==> src/rtl/ssd_pkg.sv <==
// Shared types and constants for the seven-segment scan controller.
package ssd_pkg;

    typedef enum logic {
        BLANK = 1'b0,
        SHOW  = 1'b1
    } state_t;

    localparam int DEFAULT_TICK_DIV     = 131072;
    localparam int DEFAULT_BLANK_CYCLES = 256;

    // Active-low {g,f,e,d,c,b,a} patterns for hex digits 0..F.
    localparam logic [6:0] SEG_TABLE [16] = '{
        7'h40, 7'h79, 7'h24, 7'h30, 7'h19, 7'h12, 7'h02, 7'h78,
        7'h00, 7'h10, 7'h08, 7'h03, 7'h46, 7'h21, 7'h06, 7'h0E
    };

endpackage

==> src/rtl/ssd_scan_ctrl_hex7seg.sv <==
// Combinational nibble to active-low seven-segment decoder.
module hex7seg
    import ssd_pkg::*;
(
    input  logic [3:0] nibble,
    output logic [6:0] seg
);

    assign seg = SEG_TABLE[nibble];

endmodule

==> src/rtl/ssd_scan_ctrl.sv <==
// Multiplexed 8-digit common-anode display scanner with per-slot blanking and
// frame-synchronous value update. Define SSD_DP_EN to add per-digit decimal points.
module ssd_scan_ctrl
    import ssd_pkg::*;
#(
    parameter int DIGITS       = 8,
    parameter int TICK_DIV     = DEFAULT_TICK_DIV,
    parameter int BLANK_CYCLES = DEFAULT_BLANK_CYCLES
) (
    input  logic                  clk,
    input  logic                  rst,
    input  logic                  data_valid,
    input  logic [4*DIGITS-1:0]   data_in,
    output logic                  data_ready,
    input  logic [DIGITS-1:0]     digit_en,
`ifdef SSD_DP_EN
    input  logic [DIGITS-1:0]     dp_mask,
`endif
    output logic [DIGITS-1:0]     anode,
    output logic [6:0]            cathode,
    output logic                  dp,
    output logic                  frame_done
);

    localparam int CW = $clog2(TICK_DIV);
    localparam int IW = $clog2(DIGITS);
    localparam logic [CW-1:0] SLOT_LAST  = CW'(TICK_DIV - 1);
    localparam logic [CW-1:0] BLANK_LAST = CW'(BLANK_CYCLES - 1);
    localparam logic [IW-1:0] IDX_LAST   = IW'(DIGITS - 1);
    // With no blanking interval every slot opens directly in SHOW.
    localparam state_t SLOT_START = (BLANK_CYCLES == 0) ? SHOW : BLANK;

    logic [CW-1:0]         cnt_reg;
    logic [IW-1:0]         idx_reg;
    state_t                state_reg;
    logic [4*DIGITS-1:0]   staging_reg;
    logic [4*DIGITS-1:0]   shadow_reg;
    logic                  full_reg;
    logic [DIGITS-1:0]     anode_reg;
    logic [6:0]            cathode_reg;
    logic                  frame_done_reg;

    logic                  end_slot;
    logic                  boundary;
    logic [DIGITS-1:0]     show_sel;
    logic [DIGITS-1:0]     anode_next;
    logic [6:0]            seg;
    logic [6:0]            cathode_next;

    assign end_slot = (cnt_reg == SLOT_LAST);
    assign boundary = end_slot && (idx_reg == IDX_LAST);

    generate
        for (genvar gi = 0; gi < DIGITS; gi++) begin : g_sel
            assign show_sel[gi] = (state_reg == SHOW) && (idx_reg == IW'(gi)) && digit_en[gi];
        end
    endgenerate

    assign anode_next = ~show_sel;

    hex7seg u_hex7seg (
        .nibble (shadow_reg[4*idx_reg +: 4]),
        .seg    (seg)
    );

    assign cathode_next = (state_reg == SHOW) ? seg : 7'h7F;

    always_ff @(posedge clk) begin
        if (rst) begin
            cnt_reg        <= '0;
            idx_reg        <= '0;
            state_reg      <= SLOT_START;
            staging_reg    <= '0;
            shadow_reg     <= '0;
            full_reg       <= 1'b0;
            anode_reg      <= '1;
            cathode_reg    <= 7'h7F;
            frame_done_reg <= 1'b0;
        end else begin
            if (end_slot) begin
                cnt_reg   <= '0;
                idx_reg   <= idx_reg + 1'b1;
                state_reg <= SLOT_START;
            end else begin
                cnt_reg <= cnt_reg + 1'b1;
                if (state_reg == BLANK && cnt_reg == BLANK_LAST) begin
                    state_reg <= SHOW;
                end
            end

            anode_reg      <= anode_next;
            cathode_reg    <= cathode_next;
            frame_done_reg <= boundary;

            // A capture landing on the boundary cycle sees full=0 here, so it waits a frame.
            if (boundary && full_reg) begin
                shadow_reg <= staging_reg;
                full_reg   <= 1'b0;
            end
            if (data_valid && !full_reg) begin
                staging_reg <= data_in;
                full_reg    <= 1'b1;
            end
        end
    end

`ifdef SSD_DP_EN
    logic [DIGITS-1:0] staging_dp_reg;
    logic [DIGITS-1:0] shadow_dp_reg;
    logic              dp_reg;

    always_ff @(posedge clk) begin
        if (rst) begin
            staging_dp_reg <= '0;
            shadow_dp_reg  <= '0;
            dp_reg         <= 1'b1;
        end else begin
            dp_reg <= ~(|(show_sel & shadow_dp_reg));
            if (boundary && full_reg) begin
                shadow_dp_reg <= staging_dp_reg;
            end
            if (data_valid && !full_reg) begin
                staging_dp_reg <= dp_mask;
            end
        end
    end

    assign dp = dp_reg;
`else
    assign dp = 1'b1;
`endif

    assign data_ready = !full_reg;
    assign anode      = anode_reg;
    assign cathode    = cathode_reg;
    assign frame_done = frame_done_reg;

endmodule
==> config.mk <==
export PLATFORM = sky130hd
export DESIGN_NAME = ssd_scan_ctrl
export DESIGN_NICKNAME = d
export VERILOG_FILES = /design/src/rtl/ssd_pkg.sv /design/src/rtl/ssd_scan_ctrl_hex7seg.sv /design/src/rtl/ssd_scan_ctrl.sv
export SDC_FILE = /design/constraint.sdc
export NUM_CORES = 1
export LEC_CHECK = 0
export ABC_AREA = 1
export CORE_MARGIN = 2
export CORE_UTILIZATION = 25
export CTS_CLUSTER_SIZE = 24
export DETAILED_ROUTE_END_ITERATION = 6
export PLACE_DENSITY_LB_ADDON = 0.3
export SYNTH_ARGS = -nofsm -noshare
export SYNTH_HDL_FRONTEND = slang
export SYNTH_SLANG_ARGS = --single-unit
==> constraint.sdc <==
create_clock -name clk -period 5.98 [get_ports clk]
set_input_delay 0.897 -clock clk [delete_from_list [all_inputs] [get_ports clk]]
set_output_delay 0.897 -clock clk [all_outputs]
set_load 0.02 [all_outputs]
; Word level (Yosys, flattened, before mapping)
; Memory sizes are Yosys's and may differ from the RTL's. A register that Yosys moved wholly into a read port is not among the register bits.
; Cells that the tools add are included.
[classes]
addsub = 2
eq_ne = 9
shifts = 1
n_mux = 2
bitwise_logic = 3
reduce_logical = 25
[op_table]
columns = cell, count
row1 = $shiftx A32 B6 Y4, 1
row2 = $logic_and A1 B1 Y1, 20
row3 = $add A17 B1 Y17 const B, 1
row4 = $eq A17 B17 Y1 const B, 1
row5 = $eq A17 B8 Y1 const B, 1
row6 = $eq A3 B3 Y1 const B, 4
row7 = $not A8 Y8, 1
row8 = $eq A3 B2 Y1 const B, 2
row9 = $not A4 Y5, 1
row10 = $reduce_or A2 Y1, 2
row11 = $add A3 B1 Y3 const B, 1
row12 = $eq A3 B1 Y1 const B, 1
row13 = $logic_not A3 Y1, 1
row14 = $mux W1, 2
row15 = $reduce_bool A2 Y1, 1
row16 = $logic_not A1 Y1, 1
row17 = $not A1 Y1, 1
[word_totals]
register_bits = 95
mem_bits_ro = 112
in_bits = 43
out_inout_bits = 18
wordCells = 51
mem_count = 1
[mem_list]
columns = memory, depth, word_bits, read_ports, rd_ports_with_merged_regs, write_ports, line
row1 = (name not given), 16, 7, 1, 1, 0, ssd_scan_ctrl_hex7seg.sv:9  ; assign seg = SEG_TABLE[nibble];

; Longest topological paths before layout
; Gate-level depths: netlist (run 1).
[depth]
depth_word = 5
ltp_mapped = 14
depth_no_buf = 13

; Hierarchy
; A second synthesis (run 1) with hierarchy kept.
[unflattened]
cells_unflattened = 585
hier_area_um2 = 4286.6
[modules_own_cells]
columns = mod, n_inst, cells_per_inst, area_each_um2
row1 = ssd_scan_ctrl, 1, 536, 4012.6
row2 = hex7seg, 1, 49, 274.0

; Worst setup path after synthesis (run 1)
; OpenSTA, ideal clock, no wires.
[synth_timing]
path_kind = reg2reg
from = register cnt_reg[0]
to = register shadow_reg[13]
setup_time_ns = 0.119
arrival_time_ns = 2.189
path_slack_ns = 3.671
path_stages_with_launch = 15
path_buffers = 1
period_less_slack_ns = 2.309
path_cell_list = dfxtp_1 ha_1 nand3_2 nor3_4 nand3_2 nor2_2 nand2_2 nor3_2 ha_1 inv_1 nor3_2 inv_2 clkbuf_1 o21ai_0 a21oi_1
[synth_via]
elab_chain_len = 3
[synth_rtl]
columns = element, line
row1 = start: declaration, ssd_scan_ctrl.sv:33  ; logic [CW-1:0] cnt_reg;
row2 = start signal: assignment, ssd_scan_ctrl.sv:85  ; cnt_reg <= cnt_reg + 1'b1;
row3 = $eq A17 B17 Y1, ssd_scan_ctrl.sv:50  ; assign end_slot = (cnt_reg == SLOT_LAST);
row4 = $logic_and A1 B1 Y1, ssd_scan_ctrl.sv:51  ; assign boundary = end_slot && (idx_reg == IDX_LAST);
row5 = $logic_and A1 B1 Y1, ssd_scan_ctrl.sv:96  ; if (boundary && full_reg) begin
row6 = end signal: assignment, ssd_scan_ctrl.sv:97  ; shadow_reg <= staging_reg;
row7 = end: declaration, ssd_scan_ctrl.sv:37  ; logic [4*DIGITS-1:0] shadow_reg;
; No other way between the ends.
; A chain may end at the register's enable or synchronous reset.

; Worst setup path in the final report (run 1)
[layout_timing]
from = register cnt_reg[0]
to = register shadow_reg[29]
; The elaborated chain is that of the path after synthesis.

==> results.py, run 1 <==
metrics = {
    "status": {
        "status": "complete, no violations",
    },
    "critical_path": {
        "crit_cells": 13,
        "cp_max_fo": 64,
        "crit_arrival_ns": 3.06,
        "rr_worst_depth": 13,
        "slowest_stage": "dfxtp_1",
        "worst-path-buf-inv": 2,
        "end_kind": "register",
        "worstPathCellList": "ha_1, nand3_2, nor3_4, nand3_2, nor2_2, nand2_2, nor3_2, ha_1, inv_1, nor3_2, inv_2, o21ai_0, a21oi_1",
        "reg2reg_from": "cnt_reg[0]",
        "critPathRequiredTime_ns": 6.18,
        "critPathTopFamily": "simple AND/OR/NAND/NOR gates",
        "r2r_end": "shadow_reg[29]",
        "critPathLaunch": "cnt_reg[0]",
        "setup.worst_path.end": "shadow_reg[29]",
        "crit_type": "register to register",
        "r2r_slack_ns": 3.13,
        "cp_slowest_stage_delay_ns": 0.36,
        "startpoint_type": "register",
    },
    "clock_tree": {
        "cts_setup_buffers": 0,
        "clock_path_buffers": 2,
        "cts-buffers-inserted": 9,
        "cts_tree": "done",
        "cts-htree-levels": 3,
        "cts_resized": 0,
        "clk_latency_ns": 0.34,
        "cts.sink_count": 102,
        "clk_pin_slew_ns": 0.07,
        "cts_hold_buf": 0,
        "cts_root_buf": "clkbuf_16",
    },
    "detailed_routing": {
        "routed_wl_mm": 9.38,
        "via_count": 3519,
        "dr.first_iter.drc_count": 227,
        "postRouteAntennaNets": 0,
        "routed_via_density": 4.26,
        "first_pass_iters": 4,
        "wl_per_cell_um": 11.4,
        "drc": 0,
    },
    "place": {
        "io_buffers": 59,
        "gp_congestion": 0.822,
        "post-dp-hpwl_mm": 6.61,
    },
    "grt": {
        "grt_pass1_vias": 3454,
        "grt_first_pass_wirelength_mm": 16.1,
        "grt_max_degree": 68,
        "groute.usage.overall": 0.111,
        "grt-ovfl-total": 0,
        "antenna_found_initial": 0,
    },
    "timing": {
        "hold_violations": 0,
        "setup_viol": 0,
        "fmax_ghz": 0.350,
        "finalMaxSlewViolations": 0,
        "period_needed_ns": 2.85,
        "hold_slack_ns": 0.453,
        "worstMarginPinSlew_ns": 0.920,
        "finClkSkew_ns": 0.00790,
        "relSlewSlack": 0.386,
        "fin_setup_tns_ns": 0,
        "rsz0062_at_grt": "no",
        "finalCritPeriodShare": 0.477,
    },
    "logic_synthesis": {
        "ys_top_cells_by_count": "dfxtp_1 (102), nor2_1 (87), o21ai_0 (74)",
        "yosys_register_bits": 102,
        "netlist_area_mm2": 0.00425,
        "synth_most_common_cell": "dfxtp_1",
        "synth-edff-count": 0,
        "yosysWarningCount": 0,
        "netlist_top_cells_area": "dfxtp_1 (48%), o21ai_0 (8.7%), nor2_1 (7.7%)",
        "syn-mean-instance-area_um2": 7.64,
        "synth_nets": 612,
        "yosysTopAreaCell": "dfxtp_1",
        "synthFlopType": "dfxtp_1",
        "synth_cell_types": 30,
        "synth_top_area_share": 0.481,
        "synthArstFlopShare": 0,
        "syn_inst": 556,
        "yosysSeqAreaShare": 0.481,
    },
    "floorplanning": {
        "die_h_um": 134,
        "ios": 61,
        "rows": 47,
        "core_mm2": 0.0166,
        "die_area_mm2": 0.0180,
        "start_util": 0.256,
        "die_w_um": 134,
    },
    "finish": {
        "area_growth_pct": 24.9,
        "nets": 657,
        "drive_above_1_share": 0.0644,
        "diodes": 0,
    },
    "pwr": {
        "ir_drop_v": 0.000139,
        "leakagePower_nw": 2.11,
        "pwr_density_cell_mw_per_mm2": 264,
    },
    "min_path": {
        "hold_path_class": "register to register",
    },
    "flow_run": {
        "maxCapViolations": 0,
    },
}
metal layers:
layer | up-vias | track usage | wire, um
li1 | 1880 | - | -
met1 | 1561 | 0.143 | 4770
met2 | 67 | 0.175 | 3980
met3 | 11 | 0.0340 | 478
met4 | 0 | 0.0404 | 149
met5 | - | 0 | 0
cell type report:
cell class	count	area [um2]
timing repair buffer	61	606
sequential	102	2040
multi-input combinational	362	1810
clock inverter	2	37.5
fill	1773	11300
clock buffer	14	284
tap	220	275
inverter	65	251
stage by stage:
step	cell area (um2)	power [W]	util	worst slack [ns]	cells
CTS	5310	0.00142	0.320	3.09	826
detailed placement	4980	0.000802	0.301	3.13	810
floorplan	4250	0.000759	-	3.67	556
global placement	4980	0.000801	0.301	3.20	810
finish	5310	0.00140	0.320	3.13	826
global route	5310	0.00146	0.320	2.77	826
cells by family after synthesis:
family	Yosys count	synth area share
adders and majority gates	13	0.0383
other	1	0.000883
buffers and inverters	92	0.0931
and+or+nand+nor	223	0.237
xor gates and xnor gates	1	0.00206
AOI/OAI and AO/OA	124	0.148
DFF	102	0.481
placed cells by master (no fill, tap or decap), drive strengths merged, types with 2 or more instances in the layout:
cell type      instances
dfxtp                102
nor3                   9
nand4                  7
a21oi                 46
o21ai                 76
clkbuf                14
ha                    13
nand2                 68
buf                    2
inv                   65
clkdlybuf4s50         59
nand3                 49
nor2                  90
where the power goes:
part            total, W  internal, W  leakage, nW  switching, W
clock network   0.000613     0.000370        0.155      0.000243
logic          0.0000770    0.0000393         1.12     0.0000377
registers       0.000709     0.000698        0.830     0.0000101
total            0.00140      0.00111         2.11      0.000291
worst min-delay path by stage:
stage	from	end	slack, ns	cells after the start
floorplan	cnt_reg[0]	cnt_reg[0]	0.42	1
global placement	cnt_reg[0]	cnt_reg[0]	0.43	1
detailed placement	cnt_reg[0]	cnt_reg[0]	0.44	1
CTS	shadow_reg[30]	shadow_reg[30]	0.46	2
global route	shadow_reg[21]	shadow_reg[21]	0.48	2
finish	shadow_reg[11]	shadow_reg[11]	0.45	2
worst reg2reg max path: stages (launching register included):
cell	delay (ns)
dfxtp_1	0.36
ha_1	0.22
nand3_2	0.14
nor3_4	0.23
nand3_2	0.13
nor2_2	0.13
nand2_2	0.09
nor3_2	0.11
ha_1	0.22
inv_1	0.12
nor3_2	0.21
inv_2	0.34
o21ai_0	0.34
a21oi_1	0.06
No activity file was read; power rests on OpenSTA's default activity.
==> inputs of run 2 (changes only) <==
==> constraint.sdc (replaced) <==
create_clock -name clk -period 2.75 [get_ports clk]
set_input_delay 0.4125 -clock clk [delete_from_list [all_inputs] [get_ports clk]]
set_output_delay 0.4125 -clock clk [all_outputs]
set_load 0.02 [all_outputs]
==> run 2 against run 1 <==
Sequential power is 120% higher; sequential share of layout area fell by 0.11 points; total power grew 100%; critical path type unchanged; critical endpoint is now shadow_reg[31]; largest cell class unchanged; largest power group unchanged.
==> results.py, run 2 (synthesis gave the netlist of run 1 again) <==
metrics = {
    "timing": {
        "period_needed_ns": 2.47,
        "setup_viol": 0,
        "rsz0062_at_grt": "no",
        "finalMaxSlewViolations": 0,
        "finalCritPeriodShare": 0.898,
        "fin_setup_tns_ns": 0,
        "finClkSkew_ns": 0.00562,
        "finalWorstSetupSlack_ns": 0.281,
        "relSlewSlack": 0.339,
        "hold_violations": 0,
        "fmax_ghz": 0.405,
        "worstMarginPinSlew_ns": 0.990,
    },
    "detailed_routing": {
        "wl_per_cell_um": 11.4,
        "first_pass_iters": 4,
        "postRouteAntennaNets": 0,
        "dr.first_iter.drc_count": 189,
        "drc": 0,
        "routed_wl_mm": 9.51,
        "via_count": 3593,
        "routed_via_density": 4.31,
    },
    "critical_path": {
        "cp_slowest_stage_delay_ns": 0.36,
        "crit_arrival_ns": 2.74,
        "critPathRequiredTime_ns": 3.02,
        "end_kind": "register",
        "reg2reg_from": "cnt_reg[0]",
        "crit_cells": 13,
        "worstPathCellList": "ha_1, nand3_2, nor3_4, nand3_2, nor2_2, nand2_2, nor3_2, ha_1, inv_1, nor3_4, inv_6, buf_4, a21oi_1",
        "cp_max_fo": 52,
        "worst-path-buf-inv": 3,
        "rr_worst_depth": 13,
        "slowest_stage": "dfxtp_1",
        "crit_type": "register to register",
        "startpoint_type": "register",
        "critPathLaunch": "cnt_reg[0]",
        "critPathTopFamily": "simple AND/OR/NAND/NOR gates",
    },
    "place": {
        "place_inst": 819,
        "gp_congestion": 0.825,
        "io_buffers": 59,
        "place_ws_ns": 0.115,
        "post-dp-hpwl_mm": 6.73,
    },
    "grt": {
        "grt_pass1_vias": 3397,
        "antenna_found_initial": 0,
        "grt_max_degree": 68,
        "groute.usage.overall": 0.112,
        "grt-ovfl-total": 0,
        "grt_first_pass_wirelength_mm": 16.2,
    },
    "finish": {
        "mostFrequentLayoutCells": "dfxtp_1 (102), nor2_1 (87), o21ai_0 (73)",
        "nets": 666,
        "drive_above_1_share": 0.0733,
        "diodes": 0,
        "ff_latch_area_mm2": 0.00204,
        "fillers": 1774,
        "area_growth_pct": 25.3,
        "layout_commonest_cell": "dfxtp_1",
        "multi_input_area_mm2": 0.00182,
        "finalNonFillerCells": 834,
    },
    "pwr": {
        "intPower_w": 0.00222,
        "p_comb_frac": 0.060,
        "switching_share": 0.224,
        "leakagePower_nw": 2.13,
        "p_seq_frac": 0.539,
        "finalPower_w": 0.00286,
        "ir_drop_v": 0.000288,
        "clock_power_share": 0.401,
        "p_switching_w": 0.000639,
        "pwr_density_cell_mw_per_mm2": 537,
    },
    "clock_tree": {
        "clk_latency_ns": 0.35,
        "cts-htree-levels": 3,
        "cts_hold_buf": 0,
        "cts.sink_count": 102,
        "clock_path_buffers": 2,
        "clk_pin_slew_ns": 0.07,
        "cts_tree": "done",
        "cts_root_buf": "clkbuf_16",
        "cts-buffers-inserted": 9,
    },
    "floorplanning": {
        "ios": 61,
        "core_mm2": 0.0166,
        "die_w_um": 134,
        "rows": 47,
        "die_h_um": 134,
        "start_util": 0.256,
        "die_area_mm2": 0.0180,
    },
    "flow_run": {
        "maxCapViolations": 0,
    },
    "min_path": {
        "hold_start": "shadow_reg[6]",
        "hold_path_class": "register to register",
        "hold_depth": 2,
    },
    "status": {
        "status": "complete, no violations",
    },
}
## run 2: changes by cell type in the layout (fill, tap and decap cells not counted)
cell,change
inv_2,-1
o21ai_0,-1
o21ai_1,+1
bufinv_16,-1
nor3_4,+1
inv_6,+2
clkbuf_1,+2
nor3_2,-1
buf_4,+9
clkinv_2,+1
clkbuf_8,-4
## run 2: metal layers
metal	GRT usage	vias up	wire, um
met4	0.0357	0	128
met5	0	-	0
li1	-	1896	-
met3	0.0340	10	465
met1	0.153	1615	4910
met2	0.169	72	4000
## run 2: cell type report
class,count,share of cell area
flip-flops and latches,102,0.384
multi-input cells,362,0.341
repair buffers,70,0.126
well taps,220,0.0517
inverters,65,0.0482
clock buffers,12,0.0444
clock inverters,3,0.00400
## run 2: power groups by stage
stage               logic [W]  registers, W  clock network [W]
global route         0.000195       0.00154            0.00124
global placement     0.000170       0.00157                  0
floorplan           0.0000866       0.00156                  0
detailed placement   0.000172       0.00157                  0
finish               0.000170       0.00154            0.00115
CTS                  0.000173       0.00154            0.00118
## run 2: final timing paths
check | to | slack, ns
max | shadow_reg[31] | 0.28
min reg2reg | shadow_reg[6] | 0.45
min | shadow_reg[6] | 0.45
max reg2reg | shadow_reg[31] | 0.28
## run 2: through the flow
| step | hold slack, ns | utilization | cell area, um2 |
|---|---|---|---|
| 3_5_place_dp | 0.440 | 0.305 | 5050 |
| 4_1_cts | 0.459 | 0.320 | 5310 |
| 2_1_floorplan | 0.418 | - | 4250 |
| 3_3_place_gp | 0.430 | 0.305 | 5050 |
| 5_1_grt | 0.475 | 0.321 | 5320 |
| 6_report | 0.454 | 0.321 | 5320 |
## run 2: repair_timing
action	CTS	global route
gates resized for setup	0	5
buffers inserted	0	0
endpoints found under the setup margin	0	32
## run 2: worst register-to-register path, cell delays in order (launching register included)
cell     delay, ns
dfxtp_1       0.36
ha_1          0.21
nand3_2       0.14
nor3_4        0.16
nand3_2       0.11
nor2_2        0.13
nand2_2       0.09
nor3_2        0.11
ha_1          0.22
inv_1         0.10
nor3_4        0.25
inv_6         0.16
buf_4         0.22
a21oi_1       0.15
